<file path="src/rtl/sum_drain.sv">
// Read-side drain of the ping-pong accumulator bank: flips the bank, walks the read
// address and streams sums out through a credit-limited first-word-fall-through skid FIFO.
module sum_drain #(
   parameter int C_DSIZE      = 24,
   parameter int C_ASIZE      = 10,
   parameter int C_RD_LAT     = 3,
   parameter int C_FIFO_DEPTH = 4
) (
   input  logic               I_clk,
   input  logic               I_rstn,
   input  logic               I_start,
   input  logic [C_ASIZE:0]   I_len,
   output logic               O_busy,
   output logic               O_done,
   output logic               O_wram0_en,
   output logic [C_ASIZE-1:0] O_raddr,
   input  logic [C_DSIZE-1:0] I_rdata,
   output logic               O_tvalid,
   input  logic               I_tready,
   output logic [C_DSIZE-1:0] O_tdata,
   output logic               O_tlast,
   output logic [1:0]         O_dbg_state
);

   localparam int LW = C_ASIZE + 1;
   localparam int PW = (C_FIFO_DEPTH > 1) ? $clog2(C_FIFO_DEPTH) : 1;
   localparam int CW = $clog2(C_FIFO_DEPTH + 1);
   localparam int IW = $clog2(C_RD_LAT + 2);

   localparam logic [1:0] S_IDLE  = 2'd0;
   localparam logic [1:0] S_RUN   = 2'd1;
   localparam logic [1:0] S_FLUSH = 2'd2;
   localparam logic [1:0] S_DONE  = 2'd3;

   logic [1:0]          state_q, state_d;
   logic [LW-1:0]       len_q, len_d;
   logic [LW-1:0]       rcnt_q, rcnt_d;
   logic [LW-1:0]       beat_q, beat_d;
   logic                wram_q, wram_d;
   logic [C_RD_LAT-1:0] pipe_q, pipe_d;
   logic [IW-1:0]       infl_q, infl_d;
   logic [PW-1:0]       wr_ptr_q, wr_ptr_d;
   logic [PW-1:0]       rd_ptr_q, rd_ptr_d;
   logic [CW-1:0]       cnt_q, cnt_d;
   logic [C_DSIZE-1:0]  mem_q [C_FIFO_DEPTH];

   logic          issue, push, pop, tvalid, credit_ok;
   logic [LW-1:0] len_m1, rcnt_m1;

   function automatic logic [PW-1:0] ptr_inc(input logic [PW-1:0] p);
      if (int'(p) == C_FIFO_DEPTH - 1) return '0;
      return p + 1'b1;
   endfunction

   // Stream handshake: a beat transfers on a cycle where O_tvalid && I_tready; while
   // O_tvalid is high and I_tready low, O_tdata/O_tlast hold and O_tvalid never drops.
   assign tvalid = (cnt_q != '0);
   assign pop    = tvalid & I_tready;
   assign push   = pipe_q[C_RD_LAT-1];
   assign len_m1  = len_q - 1'b1;
   assign rcnt_m1 = rcnt_q - 1'b1;

   // A pop this cycle frees a slot before any read issued now can land in the FIFO.
   assign credit_ok = (int'(cnt_q) + int'(infl_q) - int'(pop)) < C_FIFO_DEPTH;

   always_comb begin
      state_d  = state_q;
      len_d    = len_q;
      rcnt_d   = rcnt_q;
      wram_d   = wram_q;
      issue    = 1'b0;
      cnt_d    = cnt_q + CW'(push) - CW'(pop);
      wr_ptr_d = push ? ptr_inc(wr_ptr_q) : wr_ptr_q;
      rd_ptr_d = pop  ? ptr_inc(rd_ptr_q) : rd_ptr_q;
      beat_d   = beat_q + LW'(pop);
      case (state_q)
         S_IDLE: begin
            if (I_start) begin
               len_d   = I_len;
               rcnt_d  = '0;
               beat_d  = '0;
               wram_d  = ~wram_q;
               state_d = (I_len == '0) ? S_DONE : S_RUN;
            end
         end
         S_RUN: begin
            if (credit_ok) begin
               issue  = 1'b1;
               rcnt_d = rcnt_q + 1'b1;
               if (rcnt_q == len_m1) state_d = S_FLUSH;
            end
         end
         S_FLUSH: begin
            if (infl_q == '0 && cnt_d == '0 && beat_d == len_q) state_d = S_DONE;
         end
         default: state_d = S_IDLE;
      endcase
      pipe_d[0] = issue;
      for (int i = 1; i < C_RD_LAT; i++) pipe_d[i] = pipe_q[i-1];
      infl_d = infl_q + IW'(issue) - IW'(push);
   end

   always_ff @(posedge I_clk or negedge I_rstn) begin
      if (!I_rstn) begin
         state_q  <= S_IDLE;
         len_q    <= '0;
         rcnt_q   <= '0;
         beat_q   <= '0;
         wram_q   <= 1'b1;
         pipe_q   <= '0;
         infl_q   <= '0;
         wr_ptr_q <= '0;
         rd_ptr_q <= '0;
         cnt_q    <= '0;
      end else begin
         state_q  <= state_d;
         len_q    <= len_d;
         rcnt_q   <= rcnt_d;
         beat_q   <= beat_d;
         wram_q   <= wram_d;
         pipe_q   <= pipe_d;
         infl_q   <= infl_d;
         wr_ptr_q <= wr_ptr_d;
         rd_ptr_q <= rd_ptr_d;
         cnt_q    <= cnt_d;
      end
   end

   // Storage needs no reset: the head is masked whenever the FIFO is empty.
   always_ff @(posedge I_clk) begin
      if (push) mem_q[wr_ptr_q] <= I_rdata;
   end

   always_comb begin
      O_raddr = '0;
      if (state_q == S_RUN)        O_raddr = rcnt_q[C_ASIZE-1:0];
      else if (state_q == S_FLUSH) O_raddr = rcnt_m1[C_ASIZE-1:0];
   end

   assign O_busy      = (state_q != S_IDLE);
   assign O_done      = (state_q == S_DONE);
   assign O_wram0_en  = wram_q;
   assign O_tvalid    = tvalid;
   assign O_tdata     = tvalid ? mem_q[rd_ptr_q] : '0;
   assign O_tlast     = tvalid && (beat_q == len_m1);
   assign O_dbg_state = state_q;

endmodule

</file>
<file path="config.mk">
export PLATFORM = sky130hd
export DESIGN_NAME = sum_drain
export DESIGN_NICKNAME = d
export VERILOG_FILES = /design/src/rtl/sum_drain.sv
export SDC_FILE = /design/constraint.sdc
export NUM_CORES = 1
export LEC_CHECK = 0
export CAP_MARGIN = 10
export CORE_UTILIZATION = 45
export CTS_CLUSTER_SIZE = 12
export DETAILED_ROUTE_END_ITERATION = 8
export GPL_TIMING_DRIVEN = 0
export PLACE_DENSITY = 0.77
export SETUP_SLACK_MARGIN = 0.5
export SYNTH_ARGS = -nofsm -noshare
export SYNTH_HDL_FRONTEND = slang
export SYNTH_SLANG_ARGS = --single-unit
</file>
<file path="constraint.sdc">
create_clock -name I_clk -period 4.9 [get_ports I_clk]
set_input_delay 1.47 -clock I_clk [delete_from_list [all_inputs] [get_ports I_clk]]
set_output_delay 1.47 -clock I_clk [all_outputs]
set_load 0.005 [all_outputs]
</file>
# After elaboration in Yosys (flattened, before gate mapping)
# Memories as Yosys holds them, arrays and structs flattened.
# Index checks and enable logic that the tools add are counted.
dict set report word_totals {
  register_bits 49
  ram_bits 96
  input_bits 39
  output_inout_bits 41
  wordCells 75
  mem_count 1
}
# memory words word_bits read_ports rd_ports_with_merged_regs write_ports line_no
set memory_table {}
lappend memory_table {mem_q 4 24 1 0 1 45} ;# logic [C_DSIZE-1:0] mem_q [C_FIFO_DEPTH];
dict set report classes {
  addsub 12
  n_lt_le_gt_ge 1
  eq_ne 12
  mux 24
  n_bitwise 2
  reduce_logical 13
}
# operator count
set op_table {}
lappend op_table {{$mux W11} 4}
lappend op_table {{$eq A11 B11 Y1} 3}
lappend op_table {{$mux W24} 1}
lappend op_table {{$pmux W11 S2} 1}
lappend op_table {{$mux W10} 2}
lappend op_table {{$mux W2} 9}
lappend op_table {{$add A11 B1 Y11} 1}
lappend op_table {{$add A11 B1 Y11 const B} 1}
lappend op_table {{$logic_not A11 Y1} 1}
lappend op_table {{$sub A11 B1 Y11 const B} 1}
lappend op_table {{$sub A10 B1 Y10 const B} 1}
lappend op_table {{$ne A2 B2 Y1 const B} 4}
lappend op_table {{$add A3 B1 Y3} 2}
lappend op_table {{$eq A2 B1 Y1 const B} 3}
lappend op_table {{$logic_not A3 Y1} 2}
lappend op_table {{$mux W1} 6}
lappend op_table {{$pmux W2 S3} 1}
lappend op_table {{$sub A3 B1 Y3} 2}
lappend op_table {{$lt A5 B4 Y1 const B} 1}
lappend op_table {{$sub A4 B1 Y5} 1}
lappend op_table {{$add A2 B1 Y2 const B} 2}
lappend op_table {{$add A3 B3 Y4} 1}
lappend op_table {{$eq A2 B2 Y1 const B} 2}
lappend op_table {{$reduce_and A4 Y1} 1}
lappend op_table {{other kinds (8)} 11}

# Depth between registers and ports, before layout
# Gate-level depths: netlist (run 1).
dict set report depth {
  depth_word 8
  depth_mapped 16
  depth_no_buf 16
}

# Worst setup path before layout (run 1)
# OpenSTA, ideal clock, no wires.
dict set report synth_timing {
  path_type {in2reg}
  from {in I_tready}
  to {reg state_q[1], in the netlist O_dbg_state[1]}
  setup_ns 0.128
  t_arrival_ns 4.249
  t_required_ns 4.772
  slack_ns 0.523
  cell_stages 12
  path_buffers 0
  cell_sequence {nor2b_1 > o21bai_1 > ha_1 > inv_1 > fa_1 > inv_1 > or4_1 > or4_1 > a2111oi_0 > nand4b_1 > a22oi_2 > mux2_1}
}
dict set report synth_between {
  elab_chain_cells 7
  elab_cells_between_ends 12
  classes_between {add/sub: 3; order compare: 1; eq/ne: 3; bitwise: 1; reduce/logical: 4}
}
# element line_no
set synth_lines {}
lappend synth_lines {{start: declaration} 19} ;# input logic I_tready,
lappend synth_lines {{$and A1 B1 Y1} 58} ;# assign pop = tvalid & I_tready;
lappend synth_lines {{$sub A3 B1 Y3} 72} ;# cnt_d = cnt_q + CW'(push) - CW'(pop);
lappend synth_lines {{net cnt_d[1]} 44} ;# logic [CW-1:0] cnt_q, cnt_d;
lappend synth_lines {{$logic_not A3 Y1} 94} ;# if (infl_q == '0 && cnt_d == '0 && beat_d == len_q) state_d = S_DONE;
lappend synth_lines {{$logic_and A1 B1 Y1 (2 in series)} 94}
lappend synth_lines {{$ne A2 B2 Y1 (no source line)} -}
lappend synth_lines {{$reduce_and A4 Y1 (no source line)} -}
lappend synth_lines {{end signal: assignment} 116} ;# state_q <= state_d;
lappend synth_lines {{end: declaration} 35} ;# logic [1:0] state_q, state_d;
# The timed path passes the listed nets, and every way through them passes these cells.
# A chain may end at the register's enable or synchronous reset.

# Worst setup path in the final report (run 1)
# Same ends and word-level chain as after synthesis.

==> results of run 1 <==
per-layer routing:
layer  up-vias  GRT usage (%)  routed length [um]
met5         -              0                   0
met4         0           11.0                 439
met3        34           4.11                 704
met2       134           34.4                8550
met1      2615           25.0                6790
li1       2436              -                   -
metrics by stage:
stage | power [mW] | TNS (ns) | hold slack (ns) | setup slack (ns) | instance area (um2)
floorplan | 3.31 | 0 | 0.331 | 0.523 | 7450
global placement | 4.12 | -1.21 | 0.335 | -0.725 | 8510
detailed placement | 4.22 | -1.32 | 0.336 | -0.724 | 8530
CTS | 5.52 | 0 | 0.350 | 0.438 | 9180
global route | 5.95 | 0 | 0.363 | 0.428 | 9380
finish | 5.59 | 0 | 0.349 | 0.519 | 9380
registers in the layout, summed over array words and instances (netlist names), 3 cells and up:
name,cells
mem_q,96
cnt_q,3
len_q,11
pipe_q,3
beat_q,11
infl_q,3
rcnt_q,11
placed cells by master (no fill, tap or decap), types with 6 or more instances in the layout:
| cell type | Yosys | layout |
|---|---|---|
| clkbuf_1 | 31 | 25 |
| inv_6 | 0 | 6 |
| xnor2_1 | 37 | 37 |
| xor2_1 | 26 | 26 |
| and2_1 | 32 | 32 |
| a21o_1 | 7 | 7 |
| clkbuf_16 | 0 | 17 |
| edfxtp_1 | 96 | 96 |
| mux4_2 | 24 | 24 |
| nor2_1 | 38 | 37 |
| nand2_1 | 53 | 52 |
| o21ai_0 | 18 | 18 |
| ha_1 | 21 | 19 |
| nand3_1 | 9 | 9 |
| inv_1 | 31 | 30 |
| clkdlybuf4s50_1 | 0 | 73 |
| dfrtp_1 | 48 | 46 |
| nand4_1 | 6 | 6 |
| and3_1 | 7 | 7 |
| nor3_1 | 17 | 14 |
| buf_4 | 1 | 9 |
| a21oi_1 | 8 | 8 |
final cells by class:
cell class | instances | share of cell area (%)
inverter | 31 | 1.24
buffer | 39 | 1.96
multi-input combinational | 391 | 33.8
sequential | 145 | 43.9
clock buffer | 17 | 4.54
clock inverter | 15 | 1.31
tap | 216 | 2.88
timing repair buffer | 93 | 10.4
kinds of logic after synthesis:
logic type / count (synthesis) / synth area share, %
flip-flops: 145 / 55.2
AND/OR/NAND/NOR: 201 / 14.3
AO/OA/AOI/OAI: 78 / 7.84
multiplexers: 26 / 7.56
buffers and inverters: 70 / 3.69
adder cells (fa/ha/maj): 23 / 4.06
XOR/XNOR: 63 / 7.41
power groups by stage:
stage                     clock [mW]  sequential (mW)  combinational, mW
after CTS                       1.21             1.64               2.67
after detailed placement           0             1.66               2.55
after floorplan                    0             1.62               1.69
after global routing            1.26             1.67               3.02
final                           1.20             1.65               2.74
after global placement             0             1.65               2.47
worst max-delay path, stage by stage:
cell and delay (ns):
buf_6 0.12, nor2b_4 0.11, o21bai_4 0.12, ha_2 0.17, inv_1 0.04, fa_1 0.47
inv_1 0.05, or4_1 0.54, or4_4 0.44, a2111oi_4 0.22, nand4b_1 0.29, a22oi_2 0.32
mux2_4 0.32
final timing paths:
path	startpoint	depth (start not counted)	endpoint	slack [ns]
hold / removal	pipe_q[0]	0	pipe_q[1]	0.35
setup reg to reg	cnt_q[1]	11	O_dbg_state[1]	1.03
setup / recovery	I_tready	13	O_dbg_state[1]	0.52
min in group asynchronous	I_rstn	1	len_q[7]	0.92
hold reg to reg	pipe_q[0]	0	pipe_q[1]	0.35
max in group asynchronous	I_rstn	2	O_wram0_en	3.42
cells in the mapped netlist, types with 2 or more instances:
library cell,count
a2111oi_0,3
a211o_1,2
a21o_1,7
a21oi_1,8
a221o_1,2
a221oi_1,2
a22o_1,5
a31oi_1,5
and2_1,32
and3_1,7
buf_1,5
clkbuf_1,31
dfrtp_1,48
edfxtp_1,96
fa_1,2
ha_1,21
inv_1,31
mux4_2,24
nand2_1,53
nand2b_1,5
nand3_1,9
nand3b_1,3
nand4_1,6
nand4b_1,2
nor2_1,38
nor2b_1,3
nor3_1,17
nor4_1,4
o211ai_1,2
o21ai_0,18
o22ai_1,2
o2bb2ai_1,2
o31ai_1,2
or2_2,2
or3_1,6
or4_1,6
xnor2_1,37
xor2_1,26
what timing repair did:
action	4_1_cts	5_1_grt
pin swaps	5	2
hold buffers	0	0
gates resized for setup	32	25
setup buffers	5	4
endpoints found under the setup margin	33	10
==> results.ini, run 1 <==
[routing]
routed_wl_um = 16500
via_count = 5219
drt_pre_antenna_iters = 8
drt-wirelength-per-cell_um = 17.4
ant_nets = 0
drcViolationCount = 0
routed_via_density = 5.51
drt_iter0_markers = 397

[timing]
report.final.slew_viol_count = 0
finalSetupViolCount = 0
period_minus_slack_ns = 4.38
rsz0062_at_grt = true
fin_crit_sh_pct = 89.4
finClkSkew_ns = 0.00556
hold_viol_final = 0
slew_headroom_pct = 49.6
tightest_slew_ns = 0.751
fmax_mhz = 228

[worst_setup_path]
path_class = in -> reg
crit_arrival_ns = 4.68
critPathMaxFanout = 5
cp-end-kind = flop
critPathRequiredTime_ns = 5.20
startpoint_type = input port

[logic_synthesis]
synth_area_leaders = edfxtp_1 (39%), dfrtp_1 (16%), mux4_2 (7.3%)
synth_top_cell_by_area = edfxtp_1
synth_edf_count = 96
ys_ff_latch = 145
synthesis.nets = 668
ys.flop_type = edfxtp_1
seq_area_frac_synth_pct = 55.2
ys_types = 70
yosysWarnings = 0
async_reset_ff_share_pct = 33.8
synth_area_um2 = 7450
syn_inst = 606
netlist.area_leader.share_pct = 38.7
syn_avg_cell_area_um2 = 12.3

[pwr]
p_sw_mw = 2.06
netSwitchingFraction_pct = 36.8
pwr-share-seq_pct = 29.4
pwr-share-clk_pct = 21.4
comb_power_share_pct = 49.1
p_int_mw = 3.53
p_per_area_nw_per_um2 = 596
ir_worst_vdd_mv = 0.270
p_leak_nw = 3.59

[status]
status = finished clean

[floorplanning]
core-area_um2 = 16000
initial_utilization_pct = 46.6
dieHeight_um = 131
die_w_um = 131
ioPinCount = 80
row_count = 46
design.die.area_um2 = 17100

[final_layout]
syn_to_final_growth_pct = 25.8
final_util_pct = 58.6
final_cells = 947
num-fill-cells = 1250
multi_input_area_um2 = 3170
fin_nets = 780
drive_gt1_share_pct = 15.9
register_area_um2 = 4110
diodes = 0

[global_route]
grt_max_degree = 41
grt.overflow.total = 0
grt_usage_pct = 20.5
grt_first_pass_wirelength_um = 26400
grt_pass1_vias = 5262
antenna_found_initial = 0

[min_path]
hp-class = reg -> reg

[placed_design]
routabilityCongestion = 0.891
dpl.hpwl_um = 11300
numPortBuffers = 79
placed_cells = 902

[cts]
clk_latency_ns = 0.42
clk_pin_slew_ns = 0.06
cts_sinks = 145
clock_path_buffers = 2
cts_tree = yes
numCtsBuffers = 17
cts_max_level = 4
cts-root-buf = clkbuf_16

[flow_run]
cap_viol_max_count = 0

Power figures use the tool's default switching activity.
==> inputs of run 2 (changes only) <==
--- a/config.mk
+++ b/config.mk
@@ -9,8 +9,9 @@
 export CORE_UTILIZATION = 45
 export CTS_CLUSTER_SIZE = 12
 export DETAILED_ROUTE_END_ITERATION = 8
+export DONT_BUFFER_PORTS = 1
 export GPL_TIMING_DRIVEN = 0
-export PLACE_DENSITY = 0.77
+export PLACE_DENSITY = 0.71
 export SETUP_SLACK_MARGIN = 0.5
 export SYNTH_ARGS = -nofsm -noshare
 export SYNTH_HDL_FRONTEND = slang
==> run 2 against run 1 <==
  * Fmax is 0.62% higher
  * Sequential power hardly changed
  * Register-to-register slack improved by 0.06 ns
  * Worst hold slack better by 0.0049 ns
  * Power fell by 8.1%
  * Global-route usage fell by 1.2 points
  * Combinational power shrank 20%
  * First-iteration DRC count is 26% lower
  * Final area fell by 9.7%
  * Clock skew is 0.0043 ns higher
  * Via count shrank 9.2%
  * Final cell count down 9.5%
==> results.ini, run 2 (synthesized netlist as in run 1, its figures left out) <==
[cts]
cts-root-buf = clkbuf_16  ; unchanged
numCtsBuffers = 17  ; unchanged
cts_sinks = 145  ; unchanged
clk_pin_slew_ns = 0.06  ; about the same
clock_path_buffers = 2  ; unchanged
ctsHoldBuffers = 0  ; unchanged
cts_setup_buffers = 0  ; was 5
cts_tree = yes  ; unchanged
clk_latency_ns = 0.42  ; about the same
cts_max_level = 4  ; unchanged

[pwr]
p_int_mw = 3.12  ; was 3.53 mW
comb_power_share_pct = 42.8  ; was 49.1%
ir_worst_vdd_mv = 0.285  ; was 0.270 mV
p_leak_nw = 3.17  ; was 3.59 nW
power_mw = 5.14  ; was 5.59 mW
p_sw_mw = 2.02  ; was 2.06 mW
pwr-share-clk_pct = 25.1  ; was 21.4%
pwr-share-seq_pct = 32.1  ; was 29.4%
p_per_area_nw_per_um2 = 607  ; was 596 nW/um2
netSwitchingFraction_pct = 39.3  ; was 36.8%

[routing]
drcViolationCount = 0  ; unchanged
routed_wl_um = 15400  ; was 16500 um
routed_via_density = 5.53  ; was 5.51
via_count = 4738  ; was 5219
drt-wirelength-per-cell_um = 17.9  ; was 17.4 um
drt_pre_antenna_iters = 8  ; unchanged
ant_nets = 0  ; unchanged
drt_iter0_markers = 294  ; was 397

[timing]
report.final.slew_viol_count = 0  ; unchanged
tightest_slew_ns = 1.20  ; was 0.751 ns
finClkSkew_ns = 0.00990  ; was 0.00556 ns
period_minus_slack_ns = 4.35  ; was 4.38 ns
fmax_mhz = 230  ; was 228 MHz
hold_viol_final = 0  ; unchanged
rsz0062_at_grt = true  ; unchanged
fin_crit_sh_pct = 88.9  ; was 89.4%
setup_tns_ns = 0  ; unchanged
slew_headroom_pct = 19.8  ; was 49.6%
finalSetupViolCount = 0  ; unchanged

[global_route]
antenna_found_initial = 0  ; unchanged
grt_usage_pct = 19.3  ; was 20.5%
grt_first_pass_wirelength_um = 24700  ; was 26400 um
grt_pass1_vias = 4797  ; was 5262
grt.overflow.total = 0  ; unchanged
grt_max_degree = 50  ; was 41

[floorplanning]
die_w_um = 131  ; unchanged
initial_utilization_pct = 46.6  ; unchanged
row_count = 46  ; unchanged
core-area_um2 = 16000  ; unchanged
dieHeight_um = 131  ; unchanged
ioPinCount = 80  ; unchanged
design.die.area_um2 = 17100  ; unchanged

[placed_design]
routabilityCongestion = 0.904  ; was 0.891
placed_area_um2 = 7720  ; was 8530 um2
dpl.hpwl_um = 10700  ; was 11300 um
numPortBuffers = 0  ; was 79

[flow_run]
cap_viol_max_count = 0  ; unchanged

[worst_setup_path]
cp-end-kind = flop  ; unchanged
startpoint_type = input port  ; unchanged
path_class = in -> reg  ; unchanged
critPathRequiredTime_ns = 5.21  ; was 5.20 ns
crit_arrival_ns = 4.66  ; was 4.68 ns
critPathMaxFanout = 5  ; unchanged

[status]
status = finished clean  ; unchanged

[final_layout]
largest_reg_flops = 96  ; unchanged
final_cell_mix = edfxtp_1 (96), nand2_1 (53), dfrtp_1 (48)  ; was edfxtp_1 (96), clkdlybuf4s50_1 (73), nand2_1 (52)
regMostFlops = mem_q  ; unchanged
syn_to_final_growth_pct = 13.6  ; was 25.8%
fin_nets = 690  ; was 780
layout_commonest_cell = edfxtp_1  ; unchanged
design_area_um2 = 8460  ; was 9380 um2
drive_gt1_share_pct = 12.9  ; was 15.9%
diodes = 0  ; unchanged

[min_path]
hp-class = reg -> reg  ; unchanged

run 2: cell types whose count changed in the layout (fill, tap and decap cells not counted), sizes merged:
cell / previous run / this run
clkbuf: 48 / 49
dlygate4sd2: 1 / 0
dlymetal6s2s: 2 / 0
inv: 40 / 37
buf: 25 / 10
clkinvlp: 3 / 1
clkinv: 3 / 8
clkdlybuf4s50: 73 / 0
run 2: metrics by stage:
stage	utilization [%]	std cells	worst slack [ns]	hold WS, ns
final	52.9	857	0.546	0.354
after global routing	52.9	857	0.404	0.358
after CTS	52.2	854	0.492	0.353
after detailed placement	48.2	822	-0.111	0.339
after global placement	48.2	822	-0.0653	0.337
after floorplan	-	606	0.523	0.331
run 2: path summary, 6_finish.rpt:
path / from / end / slack (ns) / cells after the start
worst max register to register: cnt_q[1] / O_dbg_state[1] / 1.09 / 12
max in group asynchronous: I_rstn / O_wram0_en / 3.97 / 0
min in group asynchronous: I_rstn / rcnt_q[2] / 0.73 / 0
worst min register to register: pipe_q[1] / pipe_q[2] / 0.35 / 0
worst max-delay path: I_tready / O_dbg_state[1] / 0.55 / 12
worst min-delay path: pipe_q[1] / pipe_q[2] / 0.35 / 0
run 2: what timing repair did:
item                       CTS  global route
setup endpoints to repair    2            15
resized for setup            3            13
cloned                       0             0
pin swaps                    1             3
run 2: final cells by class:
class / count / area [um2]
Multi-Input combinational cell: 391 / 3120
Sequential cell: 145 / 4110
Buffer: 39 / 163
Tap cell: 216 / 270
Clock inverter: 15 / 188
Clock buffer: 17 / 425
Inverter: 31 / 116
Fill cell: 1347 / 7540
Timing Repair Buffer: 3 / 70.1
run 2: power groups by stage:
| stage | logic [mW] | registers (mW) | clock network [mW] |
|---|---|---|---|
| 4_1_cts | 2.16 | 1.65 | 1.30 |
| 6_report | 2.20 | 1.65 | 1.29 |
| 5_1_grt | 2.42 | 1.67 | 1.35 |
| 2_1_floorplan | 1.69 | 1.62 | 0 |
| 3_5_place_dp | 2.13 | 1.67 | 0 |
| 3_3_place_gp | 2.04 | 1.65 | 0 |
run 2: critical path, stage by stage:
cell       delay (ns)
nor2b_1          0.17
o21bai_1         0.18
ha_1             0.19
inv_1            0.05
fa_1             0.49
inv_1            0.06
or4_1            0.54
or4_4            0.45
a2111oi_4        0.23
nand4b_1         0.24
a22oi_2          0.25
mux2_1           0.34
run 2: metal layers:
metal  up-vias  global-route usage (%)  wire length [um]
met5         -                       0                 0
met4         0                    7.57               174
met3        14                    4.36               804
met2       105                    32.0              7800
met1      2371                    24.8              6610
li1       2248                       -                 -
==> inputs of run 3 (changes only) <==
--- a/config.mk
+++ b/config.mk
@@ -12,7 +12,6 @@
 export DONT_BUFFER_PORTS = 1
 export GPL_TIMING_DRIVEN = 0
 export PLACE_DENSITY = 0.71
-export SETUP_SLACK_MARGIN = 0.5
 export SYNTH_ARGS = -nofsm -noshare
 export SYNTH_HDL_FRONTEND = slang
 export SYNTH_SLANG_ARGS = --single-unit
==> run 3 against run 2 <==
  * Die area unchanged
  * Routed wire length down 0.34%
  * Core utilization down 0.37 points
  * Non-clock buffer count is the same
  * Final cell count is the same
  * Worst hold slack is essentially flat
  * First-iteration DRC count grew 1.0%
  * Critical path depth stayed put
  * Setup slack lost 0.29 ns
  * Combinational power shrank 2%
  * Global-route usage down 0.072 points
  * Critical path type unchanged
  * Highest routed layer unchanged
==> results.ini, run 3 (synthesized netlist as in run 1, its figures left out) <==
[pwr]
ir_worst_vdd_mv = 0.284  ; was 0.285 mV
power_mw = 5.08  ; was 5.14 mW
p_per_area_nw_per_um2 = 605  ; was 607 nW/um2
p_leak_nw = 3.15  ; was 3.17 nW

[cts]
ctsHoldBuffers = 0  ; unchanged
clock_path_buffers = 2  ; unchanged
clk_pin_slew_ns = 0.06  ; about the same
cts_sinks = 145  ; unchanged
cts_resized = 0  ; was 3
numCtsBuffers = 17  ; unchanged
cts_max_level = 4  ; unchanged
cts_setup_buffers = 0  ; unchanged
cts-root-buf = clkbuf_16  ; unchanged
cts_tree = yes  ; unchanged
clk_latency_ns = 0.42  ; about the same

[routing]
routed_wl_um = 15300  ; was 15400 um
drt_iter0_markers = 297  ; was 294
ant_nets = 0  ; unchanged
via_count = 4732  ; was 4738
drcViolationCount = 0  ; unchanged
drt_pre_antenna_iters = 5  ; was 8
drt-wirelength-per-cell_um = 17.9  ; about the same
routed_via_density = 5.52  ; was 5.53

[final_layout]
regMostFlops = mem_q  ; unchanged
layout_commonest_cell = edfxtp_1  ; unchanged
syn_to_final_growth_pct = 12.8  ; was 13.6%
final_cells = 857  ; unchanged
diodes = 0  ; unchanged
fin_nets = 690  ; unchanged
drive_gt1_share_pct = 11.7  ; was 12.9%
num-fill-cells = 1349  ; was 1347
final_cell_mix = edfxtp_1 (96), nand2_1 (53), dfrtp_1 (48)  ; unchanged
largest_reg_flops = 96  ; unchanged

[timing]
setup_slack_ns = 0.255  ; was 0.546 ns
hold_slack_ns = 0.354  ; about the same
fmax_mhz = 215  ; was 230 MHz
report.final.slew_viol_count = 0  ; unchanged
rsz0062_at_grt = false  ; was true
hold_viol_final = 0  ; unchanged
slew_headroom_pct = 19.8  ; about the same
fin_crit_sh_pct = 94.8  ; was 88.9%
tightest_slew_ns = 1.20  ; about the same
finalSetupViolCount = 0  ; unchanged
finClkSkew_ns = 0.00943  ; was 0.00990 ns
period_minus_slack_ns = 4.65  ; was 4.35 ns
setup_tns_ns = 0  ; unchanged

[worst_setup_path]
crit_arrival_ns = 4.95  ; was 4.66 ns
startpoint_type = input port  ; unchanged
critPathRequiredTime_ns = 5.21  ; about the same
critPathMaxFanout = 5  ; unchanged
cp-end-kind = flop  ; unchanged
path_class = in -> reg  ; unchanged

[floorplanning]
dieHeight_um = 131  ; unchanged
core-area_um2 = 16000  ; unchanged
row_count = 46  ; unchanged
initial_utilization_pct = 46.6  ; unchanged
design.die.area_um2 = 17100  ; unchanged
ioPinCount = 80  ; unchanged
die_w_um = 131  ; unchanged

[placed_design]
dp_worst_setup_slack_ns = -0.111  ; unchanged
placed_cells = 822  ; unchanged
dpl.hpwl_um = 10700  ; unchanged
numPortBuffers = 0  ; unchanged
routabilityCongestion = 0.904  ; unchanged

[global_route]
grt_pass1_vias = 4786  ; was 4797
grt.overflow.total = 0  ; unchanged
grt_max_degree = 50  ; unchanged
grt_usage_pct = 19.3  ; about the same
antenna_found_initial = 0  ; unchanged
grt_first_pass_wirelength_um = 24600  ; was 24700 um

[flow_run]
cap_viol_max_count = 0  ; unchanged

[status]
status = finished clean  ; unchanged

[min_path]
hp-class = reg -> reg  ; unchanged

[run 3: changes by cell type in the layout (fill, tap and decap cells not counted), sizes merged]
| cell | delta |
|---|---|
| buf | +1 |
| clkbuf | -1 |
[run 3: layout make-up]
cell class	instances	area (um2)	area share (%)
Buffer	39	159	1.89
Sequential cell	145	4110	48.9
Timing Repair Buffer	3	70.1	0.834
Inverter	31	116	1.38
Tap cell	216	270	3.22
Multi-Input combinational cell	391	3060	36.5
Clock buffer	17	425	5.06
Clock inverter	15	188	2.23
[run 3: routing by layer]
| metal | GRT usage (%) | vias up | part of all wire, % |
|---|---|---|---|
| met5 | 0 | - | 0 |
| met4 | 7.30 | 0 | 0.99 |
| met3 | 4.32 | 15 | 4.7 |
| met2 | 32.1 | 91 | 51 |
| met1 | 24.6 | 2373 | 44 |
| li1 | - | 2253 | - |
[run 3: power by group]
group	leakage [nW]	internal, mW	switching (mW)
sequential	1.50	1.49	0.151
combinational	1.36	0.917	1.24
clock	0.294	0.692	0.594
[run 3: critical path, cell delays in order]
cell and delay [ns]:
nor2b_1 0.17, o21bai_1 0.18, ha_1 0.19, inv_1 0.05, fa_1 0.49, inv_1 0.06
or4_1 0.53, or4_1 0.42, a2111oi_0 0.44, nand4b_1 0.31, a22oi_2 0.29, mux2_1 0.34
[run 3: through the flow]
step                utilization [%]  instance area [um2]
floorplan                         -                 7450
global placement               48.2                 7720
detailed placement             48.2                 7720
CTS                            52.1                 8330
global route                   52.5                 8400
finish                         52.5                 8400
[run 3: final timing paths]
path	startpoint	end	slack [ns]	cells after the start
worst max-delay path	I_tready	O_dbg_state[1]	0.25	12
worst min register to register	pipe_q[1]	pipe_q[2]	0.35	0
min in group asynchronous	I_rstn	rcnt_q[2]	0.73	0
worst min-delay path	pipe_q[1]	pipe_q[2]	0.35	0
max in group asynchronous	I_rstn	O_wram0_en	3.97	0
worst max register to register	cnt_q[1]	O_dbg_state[1]	0.81	12
